<file path="config.mk">
export PLATFORM = sky130hd
export DESIGN_NAME = vme_bus_arb_flat
export DESIGN_NICKNAME = d
export VERILOG_FILES = /design/src/rtl/vme_bus_arb_if.sv /design/src/rtl/vme_bus_arb.sv /design/src/flat_wrapper.sv
export SDC_FILE = /design/constraint.sdc
export NUM_CORES = 1
export LEC_CHECK = 0
export ABC_CLOCK_PERIOD_IN_PS = 1700
export BUFFER_PORTS_ARGS = -buffer_cell sky130_fd_sc_hd__buf_2
export CORE_MARGIN = 2
export CORE_UTILIZATION = 42
export CTS_CLUSTER_DIAMETER = 80
export DETAILED_ROUTE_END_ITERATION = 10
export PLACE_DENSITY = 0.84
export SYNTH_ARGS = -nofsm -noshare
export SYNTH_HDL_FRONTEND = slang
export SYNTH_SLANG_ARGS = --single-unit
</file>
<file path="constraint.sdc">
create_clock -name Clk -period 1.7 [get_ports Clk]
set_input_delay 0.34 -clock Clk [delete_from_list [all_inputs] [get_ports Clk]]
set_output_delay 0.34 -clock Clk [all_outputs]
set_load 0.02 [all_outputs]
</file>
<file path="src/rtl/vme_bus_arb_if.sv">
// Bundle for the two-requester VME arbiter: requester A/B ports and the single slave-side port.
// The master modport is the arbiter's view; the slave modport is the surrounding system's view.
interface vme_bus_arb_if;
    logic [17:0] a_Addr;
    logic [17:0] b_Addr;
    logic [31:0] a_WrData;
    logic [31:0] b_WrData;
    logic        a_RdMem;
    logic        a_WrMem;
    logic        b_RdMem;
    logic        b_WrMem;
    logic [31:0] a_RdData;
    logic [31:0] b_RdData;
    logic        a_RdDone;
    logic        a_WrDone;
    logic        a_RdError;
    logic        a_WrError;
    logic        b_RdDone;
    logic        b_WrDone;
    logic        b_RdError;
    logic        b_WrError;
    logic [17:0] VMEAddr;
    logic [31:0] VMEWrData;
    logic        VMERdMem;
    logic        VMEWrMem;
    logic [31:0] VMERdData;
    logic        VMERdDone;
    logic        VMEWrDone;
    logic        VMERdError;
    logic        VMEWrError;
    logic [1:0]  gnt;

    modport master (
        input  a_Addr, b_Addr, a_WrData, b_WrData, a_RdMem, a_WrMem, b_RdMem, b_WrMem,
        output a_RdData, b_RdData, a_RdDone, a_WrDone, a_RdError, a_WrError,
        output b_RdDone, b_WrDone, b_RdError, b_WrError,
        output VMEAddr, VMEWrData, VMERdMem, VMEWrMem, gnt,
        input  VMERdData, VMERdDone, VMEWrDone, VMERdError, VMEWrError
    );

    modport slave (
        output a_Addr, b_Addr, a_WrData, b_WrData, a_RdMem, a_WrMem, b_RdMem, b_WrMem,
        input  a_RdData, b_RdData, a_RdDone, a_WrDone, a_RdError, a_WrError,
        input  b_RdDone, b_WrDone, b_RdError, b_WrError,
        input  VMEAddr, VMEWrData, VMERdMem, VMEWrMem, gnt,
        output VMERdData, VMERdDone, VMEWrDone, VMERdError, VMEWrError
    );
endinterface

</file>
<file path="src/rtl/vme_bus_arb.sv">
// Round-robin arbiter giving requesters A and B one-at-a-time access to a single VME slave.
// Define VME_BUS_ARB_TIMEOUT_EN to add a slave-response timeout of TIMEOUT_CYCLES WAIT cycles.
module vme_bus_arb #(
    parameter int unsigned TIMEOUT_CYCLES = 255
) (
    input logic           Clk,
    input logic           rst_n,
    vme_bus_arb_if.master bus
);

    if (TIMEOUT_CYCLES < 1 || TIMEOUT_CYCLES > 65535) begin : g_bad_timeout
        $error("TIMEOUT_CYCLES out of range 1..65535");
    end

    typedef enum logic [1:0] {StIdle, StIssue, StWait, StResp} state_e;

    state_e      r_state;
    logic [1:0]  r_gnt;
    logic        r_last_b;
    logic        r_op_wr;
    logic [17:0] r_vme_addr;
    logic [31:0] r_vme_wdata;
    logic        r_vme_rd;
    logic        r_vme_wr;
    logic [31:0] r_a_rdata;
    logic [31:0] r_b_rdata;
    logic        r_a_rd_done, r_a_wr_done, r_a_rd_err, r_a_wr_err;
    logic        r_b_rd_done, r_b_wr_done, r_b_rd_err, r_b_wr_err;

    logic w_req_a, w_req_b, w_pick_b, w_pick_wr;
    logic w_rsp_done, w_rsp_err, w_rsp, w_tmo, w_fin, w_fin_err;

    assign w_req_a  = bus.a_RdMem | bus.a_WrMem;
    assign w_req_b  = bus.b_RdMem | bus.b_WrMem;
    // B wins only when A is idle or A was the last owner.
    assign w_pick_b  = w_req_b & (~w_req_a | ~r_last_b);
    assign w_pick_wr = w_pick_b ? bus.b_WrMem : bus.a_WrMem;

    assign w_rsp_done = r_op_wr ? bus.VMEWrDone  : bus.VMERdDone;
    assign w_rsp_err  = r_op_wr ? bus.VMEWrError : bus.VMERdError;
    assign w_rsp      = w_rsp_done | w_rsp_err;

`ifdef VME_BUS_ARB_TIMEOUT_EN
    logic [15:0] r_tmo_cnt;

    always_ff @(posedge Clk or negedge rst_n) begin
        if (!rst_n) begin
            r_tmo_cnt <= '0;
        end else if (r_state == StIssue) begin
            r_tmo_cnt <= '0;
        end else if (r_state == StWait) begin
            r_tmo_cnt <= r_tmo_cnt + 16'd1;
        end
    end

    assign w_tmo = (r_state == StWait) && (r_tmo_cnt == 16'(TIMEOUT_CYCLES - 1));
`else
    assign w_tmo = 1'b0;
`endif

    // A slave response on the timeout cycle takes precedence over the timeout.
    assign w_fin     = w_rsp | w_tmo;
    assign w_fin_err = w_rsp ? w_rsp_err : 1'b1;

    always_ff @(posedge Clk or negedge rst_n) begin
        if (!rst_n) begin
            r_state     <= StIdle;
            r_gnt       <= 2'b00;
            r_last_b    <= 1'b1;
            r_op_wr     <= 1'b0;
            r_vme_addr  <= '0;
            r_vme_wdata <= '0;
            r_vme_rd    <= 1'b0;
            r_vme_wr    <= 1'b0;
            r_a_rdata   <= '0;
            r_b_rdata   <= '0;
            r_a_rd_done <= 1'b0;
            r_a_wr_done <= 1'b0;
            r_a_rd_err  <= 1'b0;
            r_a_wr_err  <= 1'b0;
            r_b_rd_done <= 1'b0;
            r_b_wr_done <= 1'b0;
            r_b_rd_err  <= 1'b0;
            r_b_wr_err  <= 1'b0;
        end else begin
            r_vme_rd    <= 1'b0;
            r_vme_wr    <= 1'b0;
            r_a_rd_done <= 1'b0;
            r_a_wr_done <= 1'b0;
            r_a_rd_err  <= 1'b0;
            r_a_wr_err  <= 1'b0;
            r_b_rd_done <= 1'b0;
            r_b_wr_done <= 1'b0;
            r_b_rd_err  <= 1'b0;
            r_b_wr_err  <= 1'b0;
            unique case (r_state)
                StIdle: begin
                    if (w_req_a || w_req_b) begin
                        r_gnt       <= w_pick_b ? 2'b10 : 2'b01;
                        r_last_b    <= w_pick_b;
                        r_op_wr     <= w_pick_wr;
                        r_vme_addr  <= w_pick_b ? bus.b_Addr : bus.a_Addr;
                        r_vme_wdata <= w_pick_b ? bus.b_WrData : bus.a_WrData;
                        r_vme_rd    <= ~w_pick_wr;
                        r_vme_wr    <= w_pick_wr;
                        r_state     <= StIssue;
                    end
                end
                StIssue, StWait: begin
                    if (w_fin) begin
                        r_state     <= StResp;
                        r_a_rd_done <= r_gnt[0] & ~r_op_wr & ~w_fin_err;
                        r_a_rd_err  <= r_gnt[0] & ~r_op_wr &  w_fin_err;
                        r_a_wr_done <= r_gnt[0] &  r_op_wr & ~w_fin_err;
                        r_a_wr_err  <= r_gnt[0] &  r_op_wr &  w_fin_err;
                        r_b_rd_done <= r_gnt[1] & ~r_op_wr & ~w_fin_err;
                        r_b_rd_err  <= r_gnt[1] & ~r_op_wr &  w_fin_err;
                        r_b_wr_done <= r_gnt[1] &  r_op_wr & ~w_fin_err;
                        r_b_wr_err  <= r_gnt[1] &  r_op_wr &  w_fin_err;
                        if (w_rsp && !r_op_wr) begin
                            if (r_gnt[1]) begin
                                r_b_rdata <= bus.VMERdData;
                            end else begin
                                r_a_rdata <= bus.VMERdData;
                            end
                        end
                    end else begin
                        r_state <= StWait;
                    end
                end
                StResp: begin
                    r_state <= StIdle;
                    r_gnt   <= 2'b00;
                end
                default: r_state <= StIdle;
            endcase
        end
    end

    assign bus.gnt       = r_gnt;
    assign bus.VMEAddr   = r_vme_addr;
    assign bus.VMEWrData = r_vme_wdata;
    assign bus.VMERdMem  = r_vme_rd;
    assign bus.VMEWrMem  = r_vme_wr;
    assign bus.a_RdData  = r_a_rdata;
    assign bus.b_RdData  = r_b_rdata;
    assign bus.a_RdDone  = r_a_rd_done;
    assign bus.a_WrDone  = r_a_wr_done;
    assign bus.a_RdError = r_a_rd_err;
    assign bus.a_WrError = r_a_wr_err;
    assign bus.b_RdDone  = r_b_rd_done;
    assign bus.b_WrDone  = r_b_wr_done;
    assign bus.b_RdError = r_b_rd_err;
    assign bus.b_WrError = r_b_wr_err;

endmodule

</file>
<file path="src/flat_wrapper.sv">
// flat-port wrapper written by rule: the top's interface ports become plain ports
module vme_bus_arb_flat 
#(
    parameter int unsigned TIMEOUT_CYCLES = 255
)
  (Clk, rst_n, bus_a_Addr, bus_b_Addr, bus_a_WrData, bus_b_WrData, bus_a_RdMem, bus_a_WrMem, bus_b_RdMem, bus_b_WrMem, bus_a_RdData, bus_b_RdData, bus_a_RdDone, bus_a_WrDone, bus_a_RdError, bus_a_WrError, bus_b_RdDone, bus_b_WrDone, bus_b_RdError, bus_b_WrError, bus_VMEAddr, bus_VMEWrData, bus_VMERdMem, bus_VMEWrMem, bus_gnt, bus_VMERdData, bus_VMERdDone, bus_VMEWrDone, bus_VMERdError, bus_VMEWrError);
  vme_bus_arb_if bus_i ();
  input logic Clk;
  input logic rst_n;
  input wire logic [$bits(bus_i.a_Addr)-1:0] bus_a_Addr;
  input wire logic [$bits(bus_i.b_Addr)-1:0] bus_b_Addr;
  input wire logic [$bits(bus_i.a_WrData)-1:0] bus_a_WrData;
  input wire logic [$bits(bus_i.b_WrData)-1:0] bus_b_WrData;
  input wire logic [$bits(bus_i.a_RdMem)-1:0] bus_a_RdMem;
  input wire logic [$bits(bus_i.a_WrMem)-1:0] bus_a_WrMem;
  input wire logic [$bits(bus_i.b_RdMem)-1:0] bus_b_RdMem;
  input wire logic [$bits(bus_i.b_WrMem)-1:0] bus_b_WrMem;
  output wire logic [$bits(bus_i.a_RdData)-1:0] bus_a_RdData;
  output wire logic [$bits(bus_i.b_RdData)-1:0] bus_b_RdData;
  output wire logic [$bits(bus_i.a_RdDone)-1:0] bus_a_RdDone;
  output wire logic [$bits(bus_i.a_WrDone)-1:0] bus_a_WrDone;
  output wire logic [$bits(bus_i.a_RdError)-1:0] bus_a_RdError;
  output wire logic [$bits(bus_i.a_WrError)-1:0] bus_a_WrError;
  output wire logic [$bits(bus_i.b_RdDone)-1:0] bus_b_RdDone;
  output wire logic [$bits(bus_i.b_WrDone)-1:0] bus_b_WrDone;
  output wire logic [$bits(bus_i.b_RdError)-1:0] bus_b_RdError;
  output wire logic [$bits(bus_i.b_WrError)-1:0] bus_b_WrError;
  output wire logic [$bits(bus_i.VMEAddr)-1:0] bus_VMEAddr;
  output wire logic [$bits(bus_i.VMEWrData)-1:0] bus_VMEWrData;
  output wire logic [$bits(bus_i.VMERdMem)-1:0] bus_VMERdMem;
  output wire logic [$bits(bus_i.VMEWrMem)-1:0] bus_VMEWrMem;
  output wire logic [$bits(bus_i.gnt)-1:0] bus_gnt;
  input wire logic [$bits(bus_i.VMERdData)-1:0] bus_VMERdData;
  input wire logic [$bits(bus_i.VMERdDone)-1:0] bus_VMERdDone;
  input wire logic [$bits(bus_i.VMEWrDone)-1:0] bus_VMEWrDone;
  input wire logic [$bits(bus_i.VMERdError)-1:0] bus_VMERdError;
  input wire logic [$bits(bus_i.VMEWrError)-1:0] bus_VMEWrError;
  assign bus_i.a_Addr = bus_a_Addr;
  assign bus_i.b_Addr = bus_b_Addr;
  assign bus_i.a_WrData = bus_a_WrData;
  assign bus_i.b_WrData = bus_b_WrData;
  assign bus_i.a_RdMem = bus_a_RdMem;
  assign bus_i.a_WrMem = bus_a_WrMem;
  assign bus_i.b_RdMem = bus_b_RdMem;
  assign bus_i.b_WrMem = bus_b_WrMem;
  assign bus_a_RdData = bus_i.a_RdData;
  assign bus_b_RdData = bus_i.b_RdData;
  assign bus_a_RdDone = bus_i.a_RdDone;
  assign bus_a_WrDone = bus_i.a_WrDone;
  assign bus_a_RdError = bus_i.a_RdError;
  assign bus_a_WrError = bus_i.a_WrError;
  assign bus_b_RdDone = bus_i.b_RdDone;
  assign bus_b_WrDone = bus_i.b_WrDone;
  assign bus_b_RdError = bus_i.b_RdError;
  assign bus_b_WrError = bus_i.b_WrError;
  assign bus_VMEAddr = bus_i.VMEAddr;
  assign bus_VMEWrData = bus_i.VMEWrData;
  assign bus_VMERdMem = bus_i.VMERdMem;
  assign bus_VMEWrMem = bus_i.VMEWrMem;
  assign bus_gnt = bus_i.gnt;
  assign bus_i.VMERdData = bus_VMERdData;
  assign bus_i.VMERdDone = bus_VMERdDone;
  assign bus_i.VMEWrDone = bus_VMEWrDone;
  assign bus_i.VMERdError = bus_VMERdError;
  assign bus_i.VMEWrError = bus_VMEWrError;
  vme_bus_arb #(.TIMEOUT_CYCLES(TIMEOUT_CYCLES)) u_core (.Clk(Clk), .rst_n(rst_n), .bus(bus_i));
endmodule
</file>
# == Yosys cells after proc, flatten, opt, wreduce, memory -nomap -nowiden ==
# Index checks and enable logic that the tools add are counted.
# op_classes
bitwise,23
muxes,32
n_eq_ne,4
n_reduce_logical,10
# op_table
cell,n
32-bit two-way mux,1
1-bit two-way mux,25
18-bit two-way mux,1
1-bit AND,13
4-bit AND reduction,2
2-bit two-way mux,3
1-bit NOT,6
2-bit one-hot mux with 3 select lines,1
"2-bit == test, second input constant",2
1-bit OR,4
2-bit one-hot mux with 2 select lines,1
2-bit AND reduction,2
"2-bit by 1-bit == test with 1-bit output, second input constant",1
2-bit logical NOT,1
"2-bit by 1-bit inequality test with 1-bit output, second input constant",1
2-bit nonzero test,1
2-bit OR reduction,1
1-bit logical AND,1
1-bit logical NOT,1
1-bit logical OR,1
# word_totals
inputBits,142
out_inout_bits,126
elab_cells,87
ff_bits,130

# == Longest topological paths before layout ==
# Gate-level depths: netlist (run 1).
# depth
word_depth,8
ltp_mapped,7
ltp_nobuf,5

# == Worst setup path after synthesis (run 1) ==
# OpenSTA, ideal clock, no wires.
# synth_path
kind,reg2reg
from,register u_core.r_state[0]
to,"register u_core.r_a_rdata[10], in the netlist u_core.bus.a_RdData[10]"
t_arrival_ns,1.721
setup_time_ns,0.125
t_required_ns,1.575
path_buffers,1
stages_incl_launch_ff,7
period_less_slack_ns,1.846
slack_ns,-0.146
cell_sequence,dfrtp_1 inv_1 ha_1 and2b_1 nor3b_2 buf_4 mux2_2
# synth_via
elab_chain_cells,3
# synth_rtl
element,line,rtl
start: declaration,vme_bus_arb.sv:17,state_e r_state;
start signal: assignment,vme_bus_arb.sv:67,r_state <= StIdle;
start signal: assignment,vme_bus_arb.sv:106,r_state <= StIssue;
start signal: assignment,vme_bus_arb.sv:111,r_state <= StResp;
2-bit by 1-bit == test with 1-bit output or 2-bit == test (tied branches),vme_bus_arb.sv:96,unique case (r_state)
2-bit OR reduction (*),vme_bus_arb.sv:96,
4-bit AND reduction (no line) (*),--,
end signal: assignment,vme_bus_arb.sv:124,r_a_rdata <= bus.VMERdData;
end: declaration,vme_bus_arb.sv:25,logic [31:0] r_a_rdata;
# Mark *: on every way between the ends. The rest lies on a longest branch, timed or not.
# A chain may end at the register's enable or synchronous reset.

# == Worst setup path after layout (run 1) ==
# layout_path
from,register u_core.r_state[1]
to,"register u_core.r_a_rdata[10], in the netlist u_core.bus.a_RdData[10]"
# The elaborated chain is that of the path after synthesis.

==> run summary, run 1 <==
Worst path required time: 1.99 ns
Placed inst area: 7190 um^2
Deepest clock path buffer count: 2
Most common flop cell mapped by yosys: dfrtp_1
Final hold violations: 0
PortBufs: 267
RSZ-0062 raised after global routing: true
FF-to-FF End: u_core.bus.a_RdData[10]$_DFFE_PN0P_
Headroom to the max-slew limit: 0.741
#FFs+latches synth: 130
Crit path buffers/inverters: 3
Routability congestion estimate from global placement: 0.795
Critical path's top delay family: buffers and inverters
Max-slew violation count: 0
Post-synthesis cell type count: 39
Layout cell share with drive strength beyond 1: 0.520
Vias in the first global route: 4,981
Worst Path Arrival: 2.12 ns
Crit. End Element: flop
Worst-Skew Late Latency: 0.42 ns
Vias per cell: 5.44
Power per Cell Area: 2210 nW/um^2
Pleak: 4.10 nW
Multi-input logic area: 2310 um^2
Fill cells: 1,028
Hold EP: u_core.bus.VMEWrData[10]$_DFFE_PN0P_
Vias: 5,171
Total Wirelength: 18.0 mm
Violated checks: setup timing
CTS clock-pin slew for the worst setup and hold paths: 0.06 ns
Synthesis-to-finish area growth: 47.1%
Simple-Gate Fraction of Synth Area: 0.0661
Worst Hold Depth: 3
Hold wc startpoint: bus_a_WrData[10]
Die width: 119 um
FF-to-FF setup slack: -0.13 ns
# diodes: 0
Core Box Area: 13,100 um^2
CTS sink count: 130
H-Tree Depth: 4
Post-Syn Area: 5580 um^2
Post-synthesis sequential area ratio: 0.583
Final core utilization: 0.628
Final Instance Count excl. Fillers: 951
Share of synthesized registers carrying an async set or reset: 1.00
Post-Syn Nets: 632
Largest net degree at the start of global routing: 53
Hold Slack: 0.169 ns
Period utilisation layout: 1.08
IO Pins: 268
Initial DRC count: 460
Remaining Overflow, GRT: 0
Gr usage total: 0.227
Worst Path Max Fanout: 8
Post-synth EDFFs: 0
Row count: 42
Final Setup Violations: 64
Final worst setup slack: -0.135 ns
Status: finished with violations
Synth Warn #: 0
DRT Pass-1 Iters: 6
Slowest cell on crit path: dfrtp_1
Hold crit path type: primary input to flop
Num CTS Buffers: 17
Minimum clock period: 1.83 ns
R2R cell count: 7
Initial core utilization: 0.427
Mapped Cells: 488
Largest family of logic cells by synthesized area: compound AO/OA/AOI/OAI gates
Antenna violations before repair: 1
Fraction of synthesized area in multiplexers: 0.131
Skew final: 0.0107 ns
Die height: 119 um
Die area: 14,200 um^2
Layout Nets: 908
Final ANT Viol Nets: 0
CTS tree: done
Crit Path Class: flop to flop
Post-route cell area: 8210 um^2
First-pass GRT wire length: 25.3 mm
Max-cap viol count: 0
Detailed placer's ending HPWL: 11.2 mm
Worst setup SP type: flop
Maximum VDD drop: 939 uV
Fmax: 545 MHz
Adder-Cell Fraction of Synth Area: 0.00448
Compound-Gate Fraction of Synth Area: 0.167
XOR/XNOR Fraction of Synth Area: 0
WL per Instance: 18.9 um
Crit-path cells: inv_2, ha_4, and2b_1, nor3b_4, buf_6, clkbuf_16, mux2_4
Reg area: 3250 um^2
Avg Cell Area, Syn: 11.4 um^2
Remaining DRCs: 0
CP max stage delay: 0.37 ns
CTS Root Cell: clkbuf_16
Placed cells: 909
Worst slew pin tran: 0.384 ns
RR Startpoint: u_core.r_state[1]$_DFFE_PN0P_
sequential cells by signal, summed over array words and instances (netlist names), 2 cells and up:
name                  count
u_core.bus.VMEWrData     32
u_core.bus.a_RdData      32
u_core.bus.b_RdData      32
u_core.bus.VMEAddr       18
u_core.bus.gnt            2
u_core.r_state            2
report_power, final:
group	internal (mW)	total (mW)	switching [mW]	leakage [nW]
clock network	2.40	3.72	1.32	0.295
logic	4.02	8.88	4.86	2.27
registers	4.61	5.55	0.931	1.54
total	11.0	18.1	7.11	4.10
how the worst max path moves through the flow:
stage               cells past startpoint  slack (ns)                          start                                  end
floorplan                               6       -0.07  u_core.r_state[0]$_DFFE_PN0P_  u_core.bus.a_RdData[10]$_DFFE_PN0P_
global placement                        6       -0.01  u_core.r_state[0]$_DFFE_PN0P_  u_core.bus.a_RdData[15]$_DFFE_PN0P_
CTS                                     6       -0.09  u_core.r_state[0]$_DFFE_PN0P_  u_core.bus.a_RdData[28]$_DFFE_PN0P_
detailed placement                      6       -0.07  u_core.r_state[0]$_DFFE_PN0P_  u_core.bus.a_RdData[13]$_DFFE_PN0P_
global route                            7       -0.19  u_core.r_state[1]$_DFFE_PN0P_  u_core.bus.a_RdData[19]$_DFFE_PN0P_
finish                                  7       -0.13  u_core.r_state[1]$_DFFE_PN0P_  u_core.bus.a_RdData[10]$_DFFE_PN0P_
routing by layer:
metal	vias to the layer above	wire [um]	global-route usage
met4	2	456	0.0963
met5	-	13	0
met3	32	1560	0.0771
li1	2310	-	-
met1	2553	7140	0.282
met2	274	8840	0.364
cell usage after synthesis, types with 2 or more instances:
cell,instances,area share
buf_4,7,0.0094
o21a_1,2,0.0027
o21ai_0,50,0.045
a31oi_1,51,0.057
nor2_1,58,0.039
a21oi_1,51,0.046
ha_1,2,0.0045
mux2_2,65,0.13
clkbuf_4,4,0.0054
and3_1,2,0.0022
inv_1,3,0.0020
buf_6,7,0.014
nand3_1,3,0.0027
dfrtp_1,129,0.58
buf_2,6,0.0054
o31ai_1,2,0.0027
clkbuf_1,18,0.012
and2_1,2,0.0022
nand2_1,6,0.0040
per-stage QoR:
stage / worst slack, ns / power, mW / TNS [ns]
after floorplan: -0.0730 / 10.5 / -2.19
after global placement: -0.0148 / 12.9 / -0.374
after detailed placement: -0.0705 / 13.2 / -1.79
after CTS: -0.0871 / 17.0 / -2.22
after global routing: -0.190 / 19.1 / -8.61
final: -0.135 / 18.1 / -4.80
repair_timing:
item,CTS,global route
endpoints found under the hold margin,25,0
hold buffers,1,0
setup endpoints to repair,34,64
cloned,0,6
setup buffers,0,5
gates resized for setup,2,64
cell type report:
| cell class | instances | area share |
|---|---|---|
| clock buffer | 21 | 0.0573 |
| clock inverter | 9 | 0.0158 |
| inverter | 3 | 0.00137 |
| multi-input combinational | 313 | 0.282 |
| sequential | 130 | 0.396 |
| tap | 176 | 0.0268 |
| timing repair buffer | 299 | 0.221 |
worst register-to-register path, delay by kind of cell (launching register included):
| kind | cells | cell delay (ns) |
|---|---|---|
| flip-flops | 1 | 0.37 |
| buffers and inverters | 3 | 0.41 |
| multiplexers | 1 | 0.32 |
| AND/OR/NAND/NOR | 2 | 0.36 |
| adder cells (fa/ha/maj) | 1 | 0.26 |
placed cells by master (no fill, tap or decap), drive strengths merged, types with 2 or more instances in the layout:
cell	synthesis	final
and3	2	2
o21ai	51	51
ha	2	2
and2	2	2
dfrtp	129	129
bufinv	0	3
a31oi	51	51
o31ai	2	2
a21oi	51	51
clkbuf	22	25
nand2	6	6
inv	3	4
buf	20	294
nor2	58	58
o21a	2	2
mux2	65	65
nor3b	2	2
nand3	3	3
clkinv	0	4
kinds of logic after synthesis:
logic type,count (synthesis)
and+or+nand+nor,83
muxes,65
AOI/OAI and AO/OA,163
adders and majority gates,2
DFF,130
buffers and inverters,45
(Power assumes the default switching activity.)
==> inputs of run 2 (changes only) <==
--- a/config.mk
+++ b/config.mk
@@ -7,11 +7,11 @@
 export LEC_CHECK = 0
 export ABC_CLOCK_PERIOD_IN_PS = 1700
 export BUFFER_PORTS_ARGS = -buffer_cell sky130_fd_sc_hd__buf_2
-export CORE_MARGIN = 2
-export CORE_UTILIZATION = 42
+export CORE_UTILIZATION = 43
+export CTS_BUF_LIST = sky130_fd_sc_hd__clkbuf_8
 export CTS_CLUSTER_DIAMETER = 80
 export DETAILED_ROUTE_END_ITERATION = 10
-export PLACE_DENSITY = 0.84
+export PLACE_DENSITY = 0.85
 export SYNTH_ARGS = -nofsm -noshare
 export SYNTH_HDL_FRONTEND = slang
 export SYNTH_SLANG_ARGS = --single-unit
==> run 2 against run 1 <==
  * The run still ends with setup timing left
  * Worst setup slack improved by 0.020 ns
  * Core utilization barely moved
  * Clock power fell by 25%
  * Worst hold slack got worse by 0.016 ns
  * Final area fell by 3.5%
  * Critical path type unchanged
  * Sequential share of layout area rose by 1.5 points
  * First-iteration DRC count fell by 25%
  * Flip-flop and latch count did not move
  * Largest cell class unchanged
  * Power fell by 6.2%
  * Wire length fell by 8.0%
==> run summary, run 2 (synthesis gave the netlist of run 1 again) <==
Hold wc startpoint: bus_a_WrData[29]
Violated checks: setup timing
RR Startpoint: u_core.r_state[0]$_DFFE_PN0P_
Dpl ws: -0.104 ns (-0.0331 ns)
PortBufs: 267 (unchanged)
Tot Pwr: 17.0 mW (-6.2%)
CTS tree: done
Vias per cell: 5.33 (-1.9%)
Largest net degree at the start of global routing: 63 (+19%)
Hold crit path type: primary input to flop
Most common cell after layout, fill and taps aside: buf_2
H-Tree Depth: 4 (unchanged)
Minimum clock period: 1.82 ns (-0.0197 ns)
CTS clock-pin slew for the worst setup and hold paths: 0.08 ns (+0.02 ns)
Die area: 13,400 um^2 (-5.5%)
Final worst setup slack: -0.115 ns (+0.0197 ns)
IO Pins: 268 (unchanged)
FF-to-FF End: u_core.bus.b_RdData[23]$_DFFE_PN0P_
Skew final: 0.00932 ns (-0.00139 ns)
Hold Slack: 0.153 ns (-0.0161 ns)
WL per Instance: 17.4 um (-8.2%)
First-pass GRT wire length: 24.4 mm (-3.5%)
Final Setup Violations: 64 (unchanged)
FF-to-FF setup slack: -0.12 ns (+0.02 ns)
Antenna violations before repair: 1 (unchanged)
Pleak: 3.88 nW (-5.3%)
Commonest non-fill, non-tap cells in the layout: 266 x buf_2, 129 x dfrtp_1, 57 x nor2_1, 51 x a21oi_1, 51 x a31oi_1
Remaining Overflow, GRT: 0 (unchanged)
Maximum VDD drop: 905 uV (-3.6%)
Final Instance Count excl. Fillers: 953 (+0.21%)
Routability congestion estimate from global placement: 0.783 (-1.5%)
Gr usage total: 0.239 (+0.0112)
Crit Path Class: flop to flop
Detailed placer's ending HPWL: 11.1 mm (-0.76%)
Period utilisation layout: 1.07 (-0.0116)
Power per Cell Area: 2150 nW/um^2 (-2.8%)
Worst path required time: 2.01 ns (+0.02 ns)
CTS sink count: 130 (unchanged)
Status: finished with violations
Die width: 116 um (-2.8%)
Vias: 5,083 (-1.7%)
CTS Root Cell: clkbuf_8
Core Box Area: 12,600 um^2 (-3.6%)
Worst Path Arrival: 2.13 ns (about the same)
Headroom to the max-slew limit: 0.722 (-0.0198)
Synthesis-to-finish area growth: 41.9%
Worst-Skew Late Latency: 0.43 ns (about the same)
DRT Pass-1 Iters: 4 (-2)
Deepest clock path buffer count: 2 (unchanged)
Worst setup SP type: flop
Final hold violations: 0 (unchanged)
Initial core utilization: 0.442 (+0.0157)
Final core utilization: 0.628 (about the same)
Worst Path Max Fanout: 32 (+24)
Total Wirelength: 16.6 mm (-8.0%)
Max-cap viol count: 0 (unchanged)
Row count: 41 (-2.4%)
RSZ-0062 raised after global routing: true
Final ANT Viol Nets: 0 (unchanged)
Remaining DRCs: 0 (unchanged)
Hold EP: u_core.bus.VMEWrData[29]$_DFFE_PN0P_
Die height: 116 um (-2.8%)
R2R cell count: 7 (unchanged)
Fmax: 551 MHz (+1.1%)
Layout Nets: 911 (+0.33%)
Worst Hold Depth: 3 (unchanged)
Placed cells: 911 (+0.22%)
Crit. End Element: flop
Num CTS Buffers: 17 (unchanged)
Vias in the first global route: 4,861 (-2.4%)
Worst slew pin tran: 0.414 ns (+0.0294 ns)
Layout cell share with drive strength beyond 1: 0.523 (+0.00308)
Max-slew violation count: 0 (unchanged)
Initial DRC count: 346 (-25%)
run 2: cell types whose count changed in the layout (fill, tap and decap cells not counted), sizes merged:
cell,previous run,this run
buf,294,300
clkbuf,25,21
inv,4,6
clkinvlp,1,2
diode,0,1
run 2: area by class of cell:
class | count | area, um^2
sequential | 130 | 3250
antenna | 1 | 2.50
clock buffer | 20 | 275
clock inverter | 12 | 154
inverter | 3 | 11.3
timing repair buffer | 302 | 1790
tap | 172 | 215
multi-input combinational | 313 | 2220
fill | 1026 | 4700
run 2: how the worst max path moves through the flow:
stage / cells after the start / slack [ns] / startpoint / endpoint
after floorplan: 6 / -0.07 / u_core.r_state[0]$_DFFE_PN0P_ / u_core.bus.a_RdData[10]$_DFFE_PN0P_
after global placement: 6 / -0.01 / u_core.r_state[0]$_DFFE_PN0P_ / u_core.bus.a_RdData[17]$_DFFE_PN0P_
after detailed placement: 6 / -0.10 / u_core.r_state[0]$_DFFE_PN0P_ / u_core.bus.a_RdData[19]$_DFFE_PN0P_
after CTS: 7 / -0.11 / u_core.r_state[1]$_DFFE_PN0P_ / u_core.bus.a_RdData[11]$_DFFE_PN0P_
after global routing: 7 / -0.20 / u_core.r_state[0]$_DFFE_PN0P_ / u_core.bus.b_RdData[23]$_DFFE_PN0P_
final: 7 / -0.12 / u_core.r_state[0]$_DFFE_PN0P_ / u_core.bus.b_RdData[23]$_DFFE_PN0P_
run 2: where the power goes:
part / internal, mW / switching [mW]
logic: 3.89 / 4.85
registers: 4.60 / 0.875
clock network: 1.57 / 1.22
total: 10.1 / 6.94
run 2: critical path: stages, from the launching register on:
cell	delay, ns
dfrtp_1	0.39
inv_2	0.07
ha_4	0.20
and2b_1	0.17
buf_4	0.14
nand3b_1	0.12
buf_12	0.23
mux2_2	0.37
run 2: stage by stage:
stage	instance area, um^2	setup TNS [ns]
global placement	7230	-0.333
global route	7920	-10.60
CTS	7820	-5.33
floorplan	5610	-2.19
detailed placement	7230	-2.91
finish	7920	-5.94
run 2: repair_timing:
item,in CTS,in global routing
resized for setup,20,17
hold buffers,1,0
setup endpoints to repair,40,64
gates cloned,2,1
endpoints found under the hold margin,13,0
buffers inserted,4,1
run 2: layer usage:
layer | track usage | vias to the layer above | wire length, um
met2 | 0.398 | 282 | 8230
met4 | 0.0966 | 0 | 343
met5 | 0 | - | 0
li1 | - | 2313 | -
met3 | 0.0638 | 33 | 1360
met1 | 0.294 | 2455 | 6640
